File: config.mk
export PLATFORM = sky130hd
export DESIGN_NAME = uart_rx_fifo
export DESIGN_NICKNAME = d
export VERILOG_FILES = /design/src/rtl/uart_rx_fifo_pkg.sv /design/src/rtl/uart_rx_fifo_mem_1r1w.sv /design/src/rtl/uart_rx_fifo.sv
export SDC_FILE = /design/constraint.sdc
export NUM_CORES = 1
export LEC_CHECK = 0
export CAP_MARGIN = 0
export CORE_MARGIN = 2
export CORE_UTILIZATION = 55
export CTS_CLUSTER_SIZE = 16
export DETAILED_ROUTE_END_ITERATION = 8
export PLACE_DENSITY = 0.83
export RECOVER_POWER = 100
export SETUP_SLACK_MARGIN = 0.05
export SYNTH_ARGS = -nofsm -noshare
export SYNTH_HDL_FRONTEND = slang
export SYNTH_SLANG_ARGS = --single-unit
File: constraint.sdc
create_clock -name clk -period 3.4 [get_ports clk]
set_input_delay 0.68 -clock clk [delete_from_list [all_inputs] [get_ports clk]]
set_output_delay 0.68 -clock clk [all_outputs]
set_load 0.01 [all_outputs]
File: src/rtl/uart_rx_fifo_pkg.sv
// Shared register map, CTRL field positions and word layouts for the UART receive FIFO.
package uart_rx_fifo_pkg;

    localparam logic [1:0] UARTFIFO_DATA   = 2'd0;
    localparam logic [1:0] UARTFIFO_STATUS = 2'd1;
    localparam logic [1:0] UARTFIFO_CTRL   = 2'd2;

    localparam int unsigned CTRL_FLUSH_BIT   = 0;
    localparam int unsigned CTRL_CLR_OVF_BIT = 1;
    localparam int unsigned CTRL_RX_IEN_BIT  = 2;
    localparam int unsigned CTRL_OVF_IEN_BIT = 3;
    localparam int unsigned CTRL_THRESH_LSB  = 8;
    localparam int unsigned CTRL_THRESH_W    = 8;

    // STATUS read word
    typedef struct packed {
        logic        overflow;
        logic        full;
        logic        empty;
        logic [12:0] rsvd;
        logic [15:0] count;
    } status_word_t;

    // CTRL read word; the write-only strobes always read back as zero
    typedef struct packed {
        logic [15:0] rsvd_hi;
        logic [7:0]  thresh;
        logic [3:0]  rsvd_mid;
        logic        ovf_ien;
        logic        rx_ien;
        logic        clr_ovf;
        logic        flush;
    } ctrl_word_t;

    // A programmed threshold of zero behaves as one
    function automatic logic [7:0] thresh_eff(input logic [7:0] t);
        return (t == 8'd0) ? 8'd1 : t;
    endfunction

endpackage

File: src/rtl/uart_rx_fifo_mem_1r1w.sv
// Storage array: synchronous write, asynchronous read, no reset on contents.
module fifo_mem_1r1w #(
    parameter int unsigned WIDTH      = 8,
    parameter int unsigned DEPTH_LOG2 = 4
) (
    input  logic                  clk,
    input  logic                  wr_en,
    input  logic [DEPTH_LOG2-1:0] waddr,
    input  logic [WIDTH-1:0]      wdata,
    input  logic [DEPTH_LOG2-1:0] raddr,
    output logic [WIDTH-1:0]      rdata
);

    localparam int unsigned DEPTH = 1 << DEPTH_LOG2;

    logic [WIDTH-1:0] mem [DEPTH];

    // Write port
    always_ff @(posedge clk) begin
        if (wr_en) begin
            mem[waddr] <= wdata;
        end
    end

    assign rdata = mem[raddr];

endmodule

File: src/rtl/uart_rx_fifo.sv
// UART receive FIFO with MMIO register window and level interrupt.
module uart_rx_fifo
    import uart_rx_fifo_pkg::*;
#(
    parameter int unsigned DEPTH_LOG2 = 4,
    parameter logic [7:0]  THRESH_RST = 8'd1
) (
    input  logic        clk,
    input  logic        rstn,
    input  logic        rxnew,
    input  logic [7:0]  rxdata,
    input  logic [1:0]  a,
    input  logic [31:0] d,
    input  logic        we,
    input  logic        rd,
    output logic [31:0] spo,
    output logic        irq
);

    localparam int unsigned PTR_W = DEPTH_LOG2;
    localparam int unsigned CNT_W = DEPTH_LOG2 + 1;
    localparam logic [CNT_W-1:0] DEPTH_CNT = CNT_W'(1 << DEPTH_LOG2);

    logic [PTR_W-1:0] head, tail, head_nx, tail_nx;
    logic [CNT_W-1:0] count, count_nx;
    logic             overflow, ovf_nx;
    logic             rx_ien, rx_ien_nx;
    logic             ovf_ien, ovf_ien_nx;
    logic [7:0]       thresh, thresh_nx;
    logic             irq_nx;
    logic             rd_q;
    logic [7:0]       head_byte;

    logic empty, full, ctrl_wr, flush, clr_ovf, pop, push, ovf_set;
    logic unused_d;

    assign unused_d = ^{d[31:16], d[7:4]};

    assign empty   = (count == '0);
    assign full    = (count == DEPTH_CNT);
    assign ctrl_wr = we && (a == UARTFIFO_CTRL);
    assign flush   = ctrl_wr && d[CTRL_FLUSH_BIT];
    assign clr_ovf = ctrl_wr && d[CTRL_CLR_OVF_BIT];
    assign pop     = rd && !rd_q && (a == UARTFIFO_DATA) && !empty;
    // A pop in the same cycle frees the slot the incoming byte needs
    assign push    = rxnew && (!full || pop) && !flush;
    assign ovf_set = rxnew && full && !pop;

    fifo_mem_1r1w #(
        .WIDTH      (8),
        .DEPTH_LOG2 (DEPTH_LOG2)
    ) u_mem (
        .clk   (clk),
        .wr_en (push),
        .waddr (tail),
        .wdata (rxdata),
        .raddr (head),
        .rdata (head_byte)
    );

    // Next-state for pointers, count, sticky overflow, control fields and irq
    always_comb begin
        head_nx    = head;
        tail_nx    = tail;
        count_nx   = count;
        ovf_nx     = overflow;
        rx_ien_nx  = rx_ien;
        ovf_ien_nx = ovf_ien;
        thresh_nx  = thresh;

        if (flush) begin
            head_nx  = '0;
            tail_nx  = '0;
            count_nx = '0;
        end else begin
            if (pop)  head_nx = head + PTR_W'(1);
            if (push) tail_nx = tail + PTR_W'(1);
            if (push && !pop)      count_nx = count + CNT_W'(1);
            else if (pop && !push) count_nx = count - CNT_W'(1);
        end

        // A same-cycle overflow outranks the clear request
        if (clr_ovf) ovf_nx = 1'b0;
        if (ovf_set) ovf_nx = 1'b1;

        if (ctrl_wr) begin
            rx_ien_nx  = d[CTRL_RX_IEN_BIT];
            ovf_ien_nx = d[CTRL_OVF_IEN_BIT];
            thresh_nx  = d[CTRL_THRESH_LSB +: CTRL_THRESH_W];
        end

        irq_nx = (rx_ien_nx && (count_nx != '0) && (8'(count_nx) >= thresh_eff(thresh_nx)))
               || (ovf_ien_nx && ovf_nx);
    end

    // State registers
    always_ff @(posedge clk or negedge rstn) begin
        if (!rstn) begin
            head     <= '0;
            tail     <= '0;
            count    <= '0;
            overflow <= 1'b0;
            rx_ien   <= 1'b0;
            ovf_ien  <= 1'b0;
            thresh   <= THRESH_RST;
            irq      <= 1'b0;
            rd_q     <= 1'b0;
        end else begin
            head     <= head_nx;
            tail     <= tail_nx;
            count    <= count_nx;
            overflow <= ovf_nx;
            rx_ien   <= rx_ien_nx;
            ovf_ien  <= ovf_ien_nx;
            thresh   <= thresh_nx;
            irq      <= irq_nx;
            rd_q     <= rd;
        end
    end

    // Register read mux
    always_comb begin
        status_word_t st;
        ctrl_word_t   ct;
        st          = '0;
        st.overflow = overflow;
        st.full     = full;
        st.empty    = empty;
        st.count    = 16'(count);
        ct          = '0;
        ct.thresh   = thresh;
        ct.ovf_ien  = ovf_ien;
        ct.rx_ien   = rx_ien;
        spo         = '0;
        case (a)
            UARTFIFO_DATA:   spo = {empty, 23'b0, (empty ? 8'h00 : head_byte)};
            UARTFIFO_STATUS: spo = st;
            UARTFIFO_CTRL:   spo = ct;
            default:         spo = '0;
        endcase
    end

endmodule

==> results.tsv, run 1 <==
stage	metric	value	unit
status	outcome	completed	
setup_path	startpoint	head[0]	
setup_path	cpLargestDelayFamily	multiplexers	
setup_path	r2r_start	count[0]	
clocking	cts_sinks	154	
synthesis	synth_seq_cells	154	
global_routing	grt_pass1_wl	22900	um
setup_path	worstPathRequired	2.72	ns
die	dieArea	13300	sq um
setup_path	crit_path_top_delay_cell	dfrtp_4	
synthesis	avgSynthCellArea	16.9	sq um
global_routing	use_met3	0.0559	
min_path	min_to	thresh[6]	
sta	skew	0.00811	ns
synthesis	yosys-top-cells-area	edfxtp_1, mux4_2, dfrtp_1	
routing	vias_per_cell	5.89	
routing	route.detailed.drc	0	
synthesis	synth.top_cell.area_share	0.565	
setup_path	crit_type	reg2out	
final_layout	n_fill_cell	766	
placed_design	port_buffers	46	
die	start_util	0.564	
final_layout	num_antenna_cells	0	
synthesis	synthCells	403	
setup_path	r2r-end	irq	
sta	rsz0062_at_grt	true	
global_routing	antenna_found_initial	0	
synthesis	synth_xor_area_frac	0.00901	
global_routing	grt_max_degree	36	
final_layout	area_growth_syn_to_layout	21.2	%
routing	drt_iter0_markers	409	
synthesis	synth_top_family_by_area	multiplexers	
die	std_cell_rows	40	
min_path	min_path_type	reg2reg	
sta	drv_slew	0	
synthesis	ys_warn_count	0	
pwr	p_leak	2.94	nW
die	core-area	12100	sq um
die	io_pins	80	
clocking	clk_latency	0.42	ns
final_layout	final_cells	668	
final_layout	multiInputGateArea	2130	sq um
synthesis	syn_area	6810	sq um
routing	detail_route.first_pass.iterations	5	
clocking	ctsHoldBuffers	0	
routing	vias	3935	
clocking	cts_tree	done	
routing	wl_per_cell	23.3	um
routing	postRouteAntennaNets	0	
synthesis	synth_compound_area_frac	0.0311	
die	die_h	115	um
setup_path	rrSetupSlack	0.20	ns
job	max-cap-violations	0	
sta	worstMarginPinSlew	1.45	ns
sta	setup_viol_count_final	0	
setup_path	crit_path_frequent_cell	mux4_2	
setup_path	path_cells	buf_12 -> buf_6 -> mux4_2 -> mux4_2 -> a221oi_2 -> a21oi_1 -> buf_2	
final_layout	drive_gt1_frac	0.250	
synthesis	yosys.area.top_type	edfxtp_1	
global_routing	grt.busiest_layer	met2	
pwr	ir_drop	423	uV
synthesis	synthMuxAreaShare	0.153	
final_layout	layout.nets	548	
sta	setup_tns	0	ns
global_routing	grt_use_total	0.242	
global_routing	use_met1	0.314	
clocking	cts_buffer_depth	2	
synthesis	synth_edf_count	128	
setup_path	path_buf_inv	3	
setup_path	cpPeakStageDelay	0.52	ns
clocking	path_clk_slew	0.06	ns
clocking	cts_root_buffer	clkbuf_16	
setup_path	end_kind	output pin	
sta	slew_headroom	0.0325	
setup_path	worstRegToRegCells	14	
synthesis	synthSimpleGateAreaFrac	0.0880	
setup_path	worstSetupStartpointType	flip-flop	
synthesis	synth_adder_area_share	0.0239	
placed_design	place_hpwl	9580	um
synthesis	ys_types	51	
global_routing	grtUsageMet2	0.407	
clocking	cts_made_buffers	17	
min_path	min_from	thresh[6]	
global_routing	first_global_vias	3986	
sta	fin_crit_sh	0.975	
sta	whs	0.526	ns
sta	hold_violations	0	
min_path	whs_path_depth	1	
routing	wl	15500	um
sta	fmax	302	MHz
global_routing	grt_overflow	0	
placed_design	gp_congestion	0.947	
placed_design	placed_cells	627	
setup_path	worstPathArrival	2.63	ns
synthesis	yosysSeqAreaShare	0.660	
setup_path	path_max_fanout	5	
pwr	power_per_cell_area	752	nW/um^2
synthesis	synth_ff_type	edfxtp_1	
final_layout	regArea	4500	sq um
synthesis	async_flop_share	0.169	
sta	period_needed	3.31	ns
die	die_w	115	um
clocking	htreeDepth	4	
==> cell type report <==
type	count	area share
Sequential cell	154	0.545
Clock buffer	18	0.0520
Multi-Input combinational cell	219	0.259
Clock inverter	13	0.0159
Inverter	9	0.00409
Tap cell	168	0.0255
Timing Repair Buffer	87	0.0987
==> worst max path at each step <==
stage,to,slack [ns],depth (start not counted)
2_1_floorplan,irq,0.45,13
3_3_place_gp,irq,0.02,14
3_5_place_dp,irq,0.008,14
4_1_cts,spo[0],0.005,7
5_1_grt,spo[3],0.003,7
6_report,spo[3],0.09,7
==> per-layer routing <==
metal / vias up / wire [um] / part of all wire
met5: - / 0 / 0
met4: 0 / 407 / 0.026
met3: 39 / 1140 / 0.073
met2: 237 / 7910 / 0.51
met1: 1940 / 6080 / 0.39
li1: 1719 / - / -
==> Yosys cell counts, types with 2 or more instances <==
| cell | number |
|---|---|
| edfxtp_1 | 128 |
| mux4_2 | 40 |
| and2_1 | 25 |
| dfrtp_1 | 25 |
| nor2_1 | 22 |
| nand2_1 | 14 |
| buf_4 | 13 |
| ha_1 | 13 |
| a21oi_1 | 11 |
| inv_1 | 9 |
| clkbuf_1 | 8 |
| mux2i_1 | 7 |
| mux2_2 | 6 |
| buf_2 | 5 |
| nand2b_1 | 5 |
| nand3_1 | 5 |
| nor2b_1 | 5 |
| and3_1 | 4 |
| buf_1 | 4 |
| nand4_1 | 4 |
| xor2_1 | 4 |
| a22oi_1 | 3 |
| buf_6 | 3 |
| nor4b_1 | 3 |
| xnor2_1 | 3 |
| a21o_1 | 2 |
| a221oi_1 | 2 |
| a22o_1 | 2 |
| nand3b_1 | 2 |
| nor3_1 | 2 |
| nor4_1 | 2 |
| o21ai_0 | 2 |
| or3_1 | 2 |
==> per-stage QoR <==
stage	instance area (sq um)	setup slack (ns)	power, W	util
3_5_place_dp	7580	0.00781	0.00420	0.629
6_report	8250	0.0865	0.00621	0.684
3_3_place_gp	7580	0.0248	0.00413	0.629
2_1_floorplan	6850	0.448	0.00363	-
5_1_grt	8250	0.00324	0.00645	0.684
4_1_cts	8250	0.00474	0.00614	0.684
==> state kept, by name (all words and copies together), names as in the netlist, 4 cells and up <==
register   cells
u_mem.mem    128
thresh         8
head           4
tail           4
count          5
==> cells in the final DEF, fill, tap and decap left out, types with 4 or more instances in the layout <==
cell type,netlist,final
and2_0,0,18
mux2i_1,7,7
and3_1,4,4
conb_1,1,13
buf_4,13,19
ha_1,13,13
nor2_1,22,22
nand3_1,5,5
clkbuf_16,0,19
dlygate4sd3_1,0,14
inv_6,0,6
dfrtp_1,25,24
nand4_1,4,4
nand2b_1,5,5
edfxtp_1,128,128
nor2b_1,5,5
nand2_1,14,14
buf_6,3,4
xor2_1,4,4
mux4_2,40,40
and2_1,25,7
mux2_2,6,6
clkbuf_1,8,10
a21oi_1,11,11
clkbuf_2,0,6
clkdlybuf4s50_1,0,24
inv_1,9,9
==> repair_timing <==
item                                    CTS  global route
cloned                                    1             2
gates resized for setup                  20            16
setup buffers                             6             1
endpoints found under the setup margin    8             8
pin swaps                                 1             2
==> logic make-up (layout without fill, tap and decap cells) <==
logic type | count (synthesis) | count (layout)
buffers and inverters | 42 | 127
muxes | 53 | 53
and+or+nand+nor | 103 | 103
AOI/OAI and AO/OA | 30 | 30
xor gates and xnor gates | 7 | 7
adders and majority gates | 13 | 13
other | 1 | 13
DFF | 154 | 154
==> power breakdown <==
part           switching [W]  leakage (nW)  internal, W  total, W
logic               0.000938          1.20      0.00101   0.00195
clock network       0.000781         0.270      0.00102   0.00180
registers           0.000158          1.47      0.00230   0.00245
==> worst register-to-register path: cells and delay by family (launching register included) <==
| kind | cells | cell delay, ns |
|---|---|---|
| AOI/OAI and AO/OA | 5 | 0.75 |
| adders and majority gates | 2 | 0.54 |
| buffers and inverters | 2 | 0.26 |
| DFF | 1 | 0.37 |
| and+or+nand+nor | 5 | 1.18 |
Power figures use the tool's default switching activity.
==> inputs of run 2 (changes only) <==
--- a/config.mk
+++ b/config.mk
@@ -13,6 +13,7 @@
 export PLACE_DENSITY = 0.83
 export RECOVER_POWER = 100
 export SETUP_SLACK_MARGIN = 0.05
+export SLEW_MARGIN = 20
 export SYNTH_ARGS = -nofsm -noshare
 export SYNTH_HDL_FRONTEND = slang
 export SYNTH_SLANG_ARGS = --single-unit
==> constraint.sdc (replaced) <==
create_clock -name clk -period 3.6 [get_ports clk]
set_input_delay 0.72 -clock clk [delete_from_list [all_inputs] [get_ports clk]]
set_output_delay 0.72 -clock clk [all_outputs]
set_load 0.01 [all_outputs]
==> results.tsv, run 2 (synthesis results as in run 1) <==
stage	metric	value	unit
sta	slew_headroom	0.0234	
clocking	clk_latency	0.43	ns
clocking	path_clk_slew	0.06	ns
die	core-area	12100	sq um
sta	fin_crit_sh	0.970	
pwr	p_leak	2.96	nW
global_routing	grt_overflow	0	
die	dieArea	13300	sq um
sta	setup_viol_count_final	0	
routing	detail_route.first_pass.iterations	5	
global_routing	grt_use_total	0.246	
global_routing	grt_pass1_wl	23400	um
sta	period_needed	3.49	ns
final_layout	drive_gt1_frac	0.222	
global_routing	first_global_vias	3938	
sta	setup_tns	0	ns
routing	wl	15100	um
final_layout	num_antenna_cells	0	
die	start_util	0.564	
sta	whs	0.528	ns
setup_path	rrSetupSlack	0.30	ns
final_layout	multiInputGateArea	2130	sq um
placed_design	placed_cell_area	7490	sq um
sta	fmax	286	MHz
final_layout	layout.nets	537	
final_layout	reg.largest.list	u_mem.mem: 128 flops, thresh: 8 flops, count: 5 flops	
final_layout	top_register	u_mem.mem	
die	die_w	115	um
setup_path	worstPathRequired	2.88	ns
routing	route.detailed.drc	0	
sta	drv_slew	0	
die	die_h	115	um
setup_path	end_kind	output pin	
global_routing	antenna_found_initial	0	
status	outcome	completed	
routing	postRouteAntennaNets	0	
pwr	ir_drop	361	uV
final_layout	layout_commonest_cell	edfxtp_1	
placed_design	dp_slack	0.0810	ns
placed_design	gp_congestion	0.985	
placed_design	port_buffers	46	
final_layout	regArea	4500	sq um
clocking	cts_buffer_depth	2	
job	max-cap-violations	0	
sta	worstMarginPinSlew	1.46	ns
sta	skew	0.00642	ns
clocking	cts_sinks	154	
setup_path	worstSetupStartpointType	flip-flop	
die	std_cell_rows	40	
sta	rsz0062_at_grt	true	
pwr	power_per_cell_area	726	nW/um^2
routing	vias	3963	
placed_design	place_hpwl	9300	um
final_layout	area_growth_syn_to_layout	20.7	%
die	io_pins	80	
final_layout	n_fill_cell	760	
final_layout	layout_common_cells	edfxtp_1, mux4_2, dfrtp_1, clkdlybuf4s50_1, nor2_1	
sta	worst_slack	0.107	ns
setup_path	path_max_fanout	12	
final_layout	final_util	0.681	
routing	wl_per_cell	22.9	um
final_layout	postLayoutCellArea	8220	sq um
setup_path	worstPathArrival	2.77	ns
clocking	cts_root_buffer	clkbuf_16	
setup_path	crit_type	reg2out	
final_layout	largest_reg_flops	128	
routing	vias_per_cell	6.02	
global_routing	grt_max_degree	36	
clocking	ctsHoldBuffers	0	
clocking	htreeDepth	4	
sta	hold_violations	0	
min_path	min_path_type	reg2reg	
routing	drt_iter0_markers	372	
clocking	cts_made_buffers	17	
clocking	cts_tree	done	
## run 2: metal layers
layer / global-route usage / part of all wire / wire length, um / up-vias
met5: 0 / 0 / 0 / -
met4: 0.0643 / 0.013 / 189 / 0
met3: 0.0606 / 0.068 / 1030 / 20
met2: 0.398 / 0.51 / 7690 / 190
met1: 0.343 / 0.41 / 6150 / 2059
li1: - / - / - / 1694
## run 2: final timing paths
path / start / end / depth (start not counted)
max in group asynchronous: rstn / head[0] / 2
max: head[0] / spo[3] / 7
min in group asynchronous: rstn / rd_q / 2
max reg2reg: count[0] / irq / 15
min reg2reg: thresh[7] / thresh[7] / 1
min: thresh[7] / thresh[7] / 1
## run 2: per-stage QoR
step / total power [W] / instances
2_1_floorplan: 0.00343 / 415
3_3_place_gp: 0.00385 / 615
3_5_place_dp: 0.00393 / 615
4_1_cts: 0.00589 / 650
5_1_grt: 0.00620 / 658
6_report: 0.00596 / 658
## run 2: power breakdown
group          total [W]  switching [W]  internal, W  leakage [nW]
registers        0.00234       0.000180      0.00216          1.47
clock network    0.00188       0.000814      0.00106         0.300
logic            0.00174       0.000844     0.000896          1.19
total            0.00596        0.00184      0.00412          2.96
## run 2: final cells by class
| class | instances | share of cell area |
|---|---|---|
| clock buffers | 17 | 0.0518 |
| flip-flops and latches | 154 | 0.547 |
| repair buffers | 76 | 0.0876 |
| well taps | 168 | 0.0256 |
| multi-input cells | 219 | 0.259 |
| inverters | 9 | 0.00411 |
| clock inverters | 15 | 0.0242 |
## run 2: repair_timing
item | in CTS | in global routing
endpoints found under the setup margin | 8 | 6
gates cloned | 1 | 0
gates resized for setup | 8 | 7
buffers inserted | 2 | 8
## run 2: critical path, cell delays in order, from the launching register on
cell	delay (ns)
dfrtp_2	0.38
buf_12	0.15
buf_4	0.12
mux4_2	0.53
mux4_2	0.51
a221oi_1	0.28
a21oi_1	0.07
dlygate4sd2_1	0.29
